===== src/rtl/demux_stream_if.sv =====
// demux_stream_if: bundles the producer-side valid/ready bus and the
// per-channel output bus of demux_stream.
//   master : drives in_valid/in_data/in_sel/in_bcast and out_ready, observes the rest
//   slave  : the demultiplexer itself
interface demux_stream_if #(
  parameter int WIDTH = 8,
  parameter int N     = 4,
  parameter int SEL_W = $clog2(N)
);
  logic               in_valid;
  logic               in_ready;
  logic [WIDTH-1:0]   in_data;
  logic [SEL_W-1:0]   in_sel;
  logic               in_bcast;
  logic [N-1:0]       out_valid;
  logic [N-1:0]       out_ready;
  logic [N*WIDTH-1:0] out_data;
  logic               err;
  logic [7:0]         drop_cnt;

  modport master (
    output in_valid, in_data, in_sel, in_bcast, out_ready,
    input  in_ready, out_valid, out_data, err, drop_cnt
  );

  modport slave (
    input  in_valid, in_data, in_sel, in_bcast, out_ready,
    output in_ready, out_valid, out_data, err, drop_cnt
  );
endinterface


===== src/rtl/demux_stream.sv =====
// demux_stream: 1:N streaming demultiplexer. Each word on the input
// valid/ready port is routed to channel in_sel, or to every channel when
// in_bcast=1. Each channel is a one-entry output register with its own
// back-pressure. Unicast words with an out-of-range select are accepted and
// dropped, pulsing err and bumping a saturating 8-bit drop counter.
// Ports:
//   clk   : rising-edge clock
//   rst_n : asynchronous active-low reset
//   bus   : demux_stream_if.slave (input handshake, per-channel outputs,
//           err pulse, drop_cnt)
module demux_stream #(
  parameter int WIDTH = 8,
  parameter int N     = 4,
  parameter int SEL_W = $clog2(N)
) (
  input logic           clk,
  input logic           rst_n,
  demux_stream_if.slave bus
);

  logic [N-1:0]     valid_reg;
  logic [WIDTH-1:0] data_reg [N];
  logic [N-1:0]     free;
  logic [N-1:0]     load;
  logic             sel_hit;
  logic             sel_free;
  logic             xfer;
  logic             drop;
  logic             err_reg;
  logic [7:0]       drop_cnt_reg;

  // Looking up the selected channel by comparison rather than by indexing
  // keeps out-of-range selects (N not a power of two) from ever addressing
  // a non-existent channel.
  always_comb begin
    sel_hit  = 1'b0;
    sel_free = 1'b0;
    for (int c = 0; c < N; c++) begin
      if (int'(bus.in_sel) == c) begin
        sel_hit  = 1'b1;
        sel_free = free[c];
      end
    end
  end

  // Broadcast is all-or-nothing; out-of-range words are always taken.
  always_comb begin
    if (bus.in_bcast)
      bus.in_ready = &free;
    else if (sel_hit)
      bus.in_ready = sel_free;
    else
      bus.in_ready = 1'b1;
  end

  assign xfer = bus.in_valid && bus.in_ready;
  assign drop = xfer && !bus.in_bcast && !sel_hit;

  generate
    for (genvar gi = 0; gi < N; gi++) begin : g_chan
      // A channel is free when empty or being drained on this edge.
      assign free[gi] = !valid_reg[gi] || bus.out_ready[gi];
      assign load[gi] = xfer && (bus.in_bcast || (sel_hit && int'(bus.in_sel) == gi));

      always_ff @(posedge clk or negedge rst_n) begin
        if (!rst_n) begin
          valid_reg[gi] <= 1'b0;
          data_reg[gi]  <= '0;
        end else if (load[gi]) begin
          // Also covers drain-and-reload on the same edge.
          valid_reg[gi] <= 1'b1;
          data_reg[gi]  <= bus.in_data;
        end else if (bus.out_ready[gi]) begin
          valid_reg[gi] <= 1'b0;
        end
      end

      assign bus.out_data[gi*WIDTH +: WIDTH] = data_reg[gi];
    end
  endgenerate

  always_ff @(posedge clk or negedge rst_n) begin
    if (!rst_n) begin
      err_reg      <= 1'b0;
      drop_cnt_reg <= 8'd0;
    end else begin
      err_reg <= drop;
      if (drop && drop_cnt_reg != 8'hFF)
        drop_cnt_reg <= drop_cnt_reg + 8'd1;
    end
  end

  assign bus.out_valid = valid_reg;
  assign bus.err       = err_reg;
  assign bus.drop_cnt  = drop_cnt_reg;

endmodule

===== src/flat_wrapper.sv =====
// flat-port wrapper written by rule: the top's interface ports become plain ports
module demux_stream_flat 
#(
  parameter int WIDTH = 8,
  parameter int N     = 4,
  parameter int SEL_W = $clog2(N)
)
  (clk, rst_n, bus_in_valid, bus_in_data, bus_in_sel, bus_in_bcast, bus_out_ready, bus_in_ready, bus_out_valid, bus_out_data, bus_err, bus_drop_cnt);
  demux_stream_if #(.WIDTH(WIDTH), .N(N), .SEL_W(SEL_W)) bus_i ();
  input logic clk;
  input logic rst_n;
  input wire logic [$bits(bus_i.in_valid)-1:0] bus_in_valid;
  input wire logic [$bits(bus_i.in_data)-1:0] bus_in_data;
  input wire logic [$bits(bus_i.in_sel)-1:0] bus_in_sel;
  input wire logic [$bits(bus_i.in_bcast)-1:0] bus_in_bcast;
  input wire logic [$bits(bus_i.out_ready)-1:0] bus_out_ready;
  output wire logic [$bits(bus_i.in_ready)-1:0] bus_in_ready;
  output wire logic [$bits(bus_i.out_valid)-1:0] bus_out_valid;
  output wire logic [$bits(bus_i.out_data)-1:0] bus_out_data;
  output wire logic [$bits(bus_i.err)-1:0] bus_err;
  output wire logic [$bits(bus_i.drop_cnt)-1:0] bus_drop_cnt;
  assign bus_i.in_valid = bus_in_valid;
  assign bus_i.in_data = bus_in_data;
  assign bus_i.in_sel = bus_in_sel;
  assign bus_i.in_bcast = bus_in_bcast;
  assign bus_i.out_ready = bus_out_ready;
  assign bus_in_ready = bus_i.in_ready;
  assign bus_out_valid = bus_i.out_valid;
  assign bus_out_data = bus_i.out_data;
  assign bus_err = bus_i.err;
  assign bus_drop_cnt = bus_i.drop_cnt;
  demux_stream #(.WIDTH(WIDTH), .N(N), .SEL_W(SEL_W)) u_core (.clk(clk), .rst_n(rst_n), .bus(bus_i));
endmodule

===== config.mk =====
export PLATFORM = sky130hd
export DESIGN_NAME = demux_stream_flat
export DESIGN_NICKNAME = d
export VERILOG_FILES = /design/src/rtl/demux_stream_if.sv /design/src/rtl/demux_stream.sv /design/src/flat_wrapper.sv
export SDC_FILE = /design/constraint.sdc
export NUM_CORES = 1
export LEC_CHECK = 0
export BUFFER_PORTS_ARGS = -buffer_cell sky130_fd_sc_hd__buf_2
export CORE_ASPECT_RATIO = 1.25
export CORE_UTILIZATION = 42
export DETAILED_ROUTE_END_ITERATION = 10
export PLACE_DENSITY = 0.67
export SYNTH_ARGS = -nofsm -noshare
export SYNTH_HDL_FRONTEND = slang
export SYNTH_SLANG_ARGS = --single-unit

===== constraint.sdc =====
create_clock -name clk -period 2.63 [get_ports clk]
set_clock_uncertainty 0.1 [all_clocks]
set_input_delay 0.526 -clock clk [delete_from_list [all_inputs] [get_ports clk]]
set_output_delay 0.526 -clock clk [all_outputs]
set_load 0.03 [all_outputs]

==> results of run 1 <==
[per-layer routing]
layer  share of wire [%]  track usage [%]
met2                  50            27.96
met4                 2.2            7.576
met5                   0                0
met1                  41            19.52
met3                 6.1            5.433
[worst max-delay path by stage]
stage                      from                       to  slack (ns)  cells past startpoint
6_report       bus_out_ready[0]             bus_in_ready        0.52                      6
5_1_grt        bus_out_ready[0]             bus_in_ready        0.49                      6
4_1_cts        bus_out_ready[0]             bus_in_ready        0.53                      6
3_5_place_dp   bus_out_ready[0]  u_core.bus.out_data[19]        0.36                      6
3_3_place_gp   bus_out_ready[0]   u_core.bus.out_data[8]        0.43                      6
2_1_floorplan  bus_out_ready[2]  u_core.bus.out_data[24]        0.61                      7
[Yosys cell counts]
cell type	n	area [µm²]
dfrtp_1	45	1126
mux2_2	24	270.3
clkbuf_1	8	30.03
mux2_4	8	120.1
nand2_1	5	18.77
a21oi_4	3	48.80
nand2b_4	3	41.29
buf_6	2	22.52
nor2_1	2	7.510
nor4bb_1	2	20.02
o21ai_0	2	10.01
a21o_2	1	8.760
a21oi_1	1	5.000
a22oi_1	1	7.510
and2b_1	1	7.510
and3_4	1	11.26
and4_4	1	11.26
conb_1	1	3.750
nand2b_1	1	6.260
nor4b_1	1	8.760
o21bai_1	1	7.510
or2_1	1	6.260
or3_2	1	7.510
[cell type report]
cell class                 instances  area share, %
multi-input combinational         61          28.09
clock buffer                       6          3.693
clock inverter                     2         0.6156
timing repair buffer              63          14.10
sequential                        45          50.36
tap                               56          3.134
[logic make-up (layout without fill, tap and decap cells)]
logic type / after synthesis / count (layout) / synth area share (%)
other: 1 / 1 / 0.2076
flip-flops: 45 / 45 / 62.33
AND/OR/NAND/NOR: 19 / 19 / 8.104
multiplexers: 32 / 32 / 21.61
AO/OA/AOI/OAI: 9 / 9 / 4.848
buffers and inverters: 10 / 71 / 2.909
[layout by cell type (no fill, tap or decap), drive strengths merged]
master  netlist  layout
a21o          1       1
a21oi         4       4
a22oi         1       1
and2b         1       1
and3          1       1
and4          1       1
buf           2      63
clkbuf        8       6
clkinv        0       2
conb          1       1
dfrtp        45      45
mux2         32      32
nand2         5       5
nand2b        4       4
nor2          2       2
nor4b         1       1
nor4bb        2       2
o21ai         2       2
o21bai        1       1
or2           1       1
or3           1       1
[metrics by stage]
stage	setup slack (ns)	power (mW)	hold slack (ns)	utilization, %	area [µm²]
6_report	0.5184	2.286	0.2770	54.55	2236
5_1_grt	0.4861	2.398	0.2873	54.55	2236
4_1_cts	0.5276	2.314	0.2844	54.55	2236
3_5_place_dp	0.3639	1.866	0.2611	52.20	2140
3_3_place_gp	0.4270	1.844	0.2597	52.20	2140
2_1_floorplan	0.6132	1.591	0.1304	-	1807
[report_power, final]
group	internal, mW	switching [mW]
sequential	0.868	0.0980
clock	0.213	0.230
combinational	0.320	0.558
==> run_results.csv, run 1 <==
group,metric,value,unit
outcome,outcome,"finished clean",
timing,min_period,2.112,ns
synthesis,syn_area_per_cell,15.58,µm²
min_path,hp-class,"in -> async",
critical_path,crit_path_top_delay_cell,"a22oi_1",
critical_path,timing.rr.end,"u_core.bus.out_data[24]",
clocking,clk_latency,0.29,ns
pwr,p_per_area,1022,nW/µm²
critical_path,max_stage_delay,0.23,ns
synthesis,synthDistinctLibCells,23,
critical_path,cp_top_family,"compound AO/OA/AOI/OAI gates",
clocking,post_cts_buffers,0,
die,initial_core_util,44.08,%
synthesis,synth_seq_area_share,62.33,%
critical_path,reg2reg_slack,0.65,ns
cells_and_area,multi_input_area,628.1,µm²
timing,slew_violations,0,
timing,fmax,473.6,MHz
critical_path,worst_r2r_path_depth,5,
synthesis,netlist_area,1807,µm²
critical_path,critical_path_required,2.00,ns
cells_and_area,register_area,1126,µm²
route,postRouteWirelength,3.517,mm
flow_run,drv_cap,0,
timing,max_slew_margin,35.72,%
global_route,antenna_found_initial,0,
clocking,cts_resized,0,
placed_design,io_buffers,63,
pwr,max-vdd-ir-drop,0.4909,mV
route,ant_nets,0,
critical_path,cp-start-kind,"input pin",
synthesis,syn_nets,134,
die,io_pins,64,
timing,rsz0062_at_grt,"no",
global_route,grtUsageTotal,16.72,%
route,wl_per_cell,15.09,µm
cells_and_area,antenna_cells,0,
clocking,cts_tree,"built",
timing,finalSetupViolations,0,
clocking,cts.htree.levels,2,
cells_and_area,fin_cells,233,
global_route,grt_pass1_wl,5.354,mm
clocking,cts_buffers,5,
die,die_area,4570,µm²
cells_and_area,fin_nets,194,
clocking,clockRootBuffer,"clkbuf_8",
route,route.detailed.drc,0,
die,row_count,26,
die,die_h,75.33,µm
clocking,clkSinkCount,45,
synthesis,yosys_warnings,0,
synthesis,synthCells,116,
route,vias,1129,
clocking,cts_hold_buf,0,
pwr,leakagePower,1.132,nW
cells_and_area,largest_register_ffs,32,
cells_and_area,drive_gt1_share,63.84,%
timing,hold_viol_final,0,
cells_and_area,fill_cells,364,
die,die_w,60.67,µm
critical_path,crit_buf_inv,2,
critical_path,crit_path_cell_trace,"buf_2, nand2b_1, a22oi_1, a21oi_1, a21o_2, buf_2",
clocking,clk_path_buf_depth,2,
placed_design,dp_hpwl,2.541,mm
critical_path,cp_common_cell,"buf_2",
critical_path,worstPathMaxFanout,3,
critical_path,cp-end-kind,"output port",
critical_path,arrival,1.49,ns
global_route,overflow,0,
global_route,grt_max_degree,46,
critical_path,path_class,"in -> out",
route,first_iter_violations,44,
critical_path,reg2reg_from,"u_core.bus.out_valid[0]",
placed_design,dp_cells,225,
placed_design,gp_congestion,0.6820,
route,first_pass_iters,4,
timing,worstMarginPinSlew,0.9642,ns
route,viasPerCell,4.845,
timing,tns,0,ns
cells_and_area,syn_to_final_growth,23.75,%
clocking,path_clk_slew,0.08,ns
timing,period_share,80.29,%
synthesis,ys_ff_latch,45,
die,coreArea,4099,µm²
global_route,grt_pass1_vias,1143,
No activity file was read; power rests on OpenSTA's default activity.
==> run 2, diff against run 1 <==
Settings changed: PLACE_DENSITY 0.67 to 0.7.
Clock period 2.63 ns to 1.8 ns, I/O delays scaled along.
==> run 2 against run 1 <==
Clock power rose by 65%. Register-to-register slack got worse by 0.63 ns. Flip-flop and latch count did not move. Worst hold slack got worse by 0.045 ns. Core utilization rose by 5.8 points. Combinational power rose by 57%. Total power rose by 54%. First-iteration DRC count fell by 25%. Cell count rose by 7.7%. Critical path type is now reg -> out. Wire length rose by 5.0%.
==> run_results.csv, run 2 (same netlist as run 1, synthesis figures left out) <==
group,metric,value,unit
outcome,outcome,"finished clean",
pwr,power_frac_comb,39.2,%
placed_design,dp_cells,241,
min_path,hp-class,"in -> reg",
critical_path,reg2reg_from,"u_core.bus.out_valid[1]",
clocking,clk_latency,0.30,ns
timing,fmax,557.5,MHz
critical_path,worstPathMaxFanout,3,
clocking,clk_path_buf_depth,2,
route,wl_per_cell,14.72,µm
clocking,clkSinkCount,45,
critical_path,reg2reg_slack,0.02,ns
placed_design,post-place-ws,-0.1989,ns
min_path,min_path_cells,2,
die,die_w,60.67,µm
placed_design,dpl-instance-area,2277,µm²
pwr,sequentialPowerShare,40.1,%
route,route.detailed.drc,0,
flow_run,drv_cap,0,
route,postRouteWirelength,3.694,mm
timing,finalSetupViolations,0,
pwr,leakagePower,1.244,nW
timing,max_slew_margin,63.66,%
route,first_iter_violations,33,
cells_and_area,fill_cells,347,
cells_and_area,drive_gt1_share,71.28,%
pwr,max-vdd-ir-drop,0.6747,mV
die,initial_core_util,44.08,%
cells_and_area,largest_register_ffs,32,
pwr,p_int,2.225,mW
placed_design,io_buffers,63,
cells_and_area,fin_cells,251,
pwr,p_per_area,1427,nW/µm²
clocking,path_clk_slew,0.08,ns
pwr,power_switching,1.304,mW
route,viasPerCell,4.789,
placed_design,dp_hpwl,2.723,mm
placed_design,gp_congestion,0.7910,
cells_and_area,fin_nets,212,
timing,worstMarginPinSlew,0.5378,ns
die,die_h,75.33,µm
route,vias,1202,
die,io_pins,64,
cells_and_area,antenna_cells,0,
critical_path,path_class,"reg -> out",
cells_and_area,syn_to_final_growth,36.91,%
route,first_pass_iters,2,
clocking,cts_tree,"built",
die,row_count,26,
cells_and_area,finish.instance_area,2474,µm²
route,ant_nets,0,
pwr,switching_share,36.95,%
global_route,grtUsageTotal,18.40,%
pwr,clockPowerShare,20.7,%
clocking,clockRootBuffer,"clkbuf_8",
global_route,grt_pass1_wl,6.085,mm
timing,tns,0,ns
timing,slew_violations,0,
clocking,cts.htree.levels,2,
critical_path,timing.rr.end,"u_core.bus.out_data[10]",
critical_path,cp-end-kind,"output port",
timing,min_period,1.794,ns
timing,setup_ws,0.006336,ns
timing,hold_viol_final,0,
cells_and_area,final_common_cell,"buf_2",
die,coreArea,4099,µm²
timing,period_share,99.65,%
critical_path,cp-start-kind,"flop",
min_path,worstHoldStart,"bus_in_data[2]",
die,die_area,4570,µm²
critical_path,critical_path_required,1.34,ns
global_route,grt_pass1_vias,1295,
cells_and_area,mostFrequentLayoutCells,"buf_2, dfrtp_1, mux2_2",
critical_path,worst_r2r_path_depth,7,
critical_path,arrival,1.33,ns
timing,rsz0062_at_grt,"yes",
global_route,overflow,0,
global_route,grt_max_degree,46,
clocking,cts_buffers,5,
min_path,holdPathEnd,"u_core.bus.out_data[26]",
global_route,antenna_found_initial,0,
-- run 2: cell count changes in the layout (fill, tap and decap cells not counted), moves of 2 or more --
cell | previous run | this run
buf_12 | 0 | 2
buf_4 | 0 | 11
buf_6 | 0 | 5
dfrtp_1 | 45 | 41
dfrtp_2 | 0 | 4
-- run 2: power by group through the flow --
stage | clock, mW | combinational (mW) | sequential [mW]
after floorplan | 0 | 0.380 | 1.95
after global placement | 0 | 1.33 | 1.43
after detailed placement | 0 | 1.36 | 1.43
after CTS | 0.754 | 1.39 | 1.42
after global routing | 0.794 | 1.46 | 1.45
final | 0.731 | 1.38 | 1.42
-- run 2: final cells by class --
cell class                      count  area (µm²)  share of cell area, %
Sequential cell                    45        1131                  45.73
Multi-Input combinational cell     61       665.6                  26.91
Timing Repair Buffer               81       499.2                  20.18
Clock buffer                        6       72.57                  2.934
Tap cell                           56       70.07                  2.833
Clock inverter                      2       35.03                  1.416
-- run 2: timing repair --
item                                    4_1_cts  5_1_grt
pin swaps                                     2        3
buffers inserted                              1        0
hold buffers                                  1        0
resized for setup                             9        5
endpoints found under the hold margin        45        0
endpoints found under the setup margin       24       31
-- run 2: worst max-delay path by stage --
stage	slack, ns	startpoint	end
6_report	0.006	u_core.bus.out_valid[1]	bus_in_ready
5_1_grt	-0.06	u_core.bus.out_valid[1]	bus_in_ready
4_1_cts	-0.01	u_core.bus.out_valid[1]	bus_in_ready
3_5_place_dp	-0.20	bus_out_ready[0]	u_core.bus.out_data[18]
3_3_place_gp	-0.16	bus_out_ready[0]	u_core.bus.out_data[15]
2_1_floorplan	-0.04	u_core.bus.out_valid[1]	u_core.bus.out_data[24]
-- run 2: per-stage QoR --
stage          hold WS (ns)  util [%]  power, mW
2_1_floorplan      -0.03559         -      2.328
3_3_place_gp         0.2518     55.56      2.756
3_5_place_dp         0.2560     55.56      2.789
4_1_cts              0.2281     59.80      3.560
5_1_grt              0.2316     60.35      3.703
6_report             0.2321     60.35      3.530
-- run 2: layer usage --
metal	part of all wire (%)	up-vias	global-route usage, %
li1	-	554	-
met1	41	596	22.21
met2	50	47	30.53
met3	6.7	5	5.433
met4	1.6	0	8.081
met5	0	-	0
-- run 2: worst max-delay path, cell delays in order (launching register included) --
cell	delay, ns
dfrtp_2	0.39
nand2b_4	0.07
a22oi_2	0.19
a21oi_2	0.07
a21o_2	0.19
buf_6	0.13
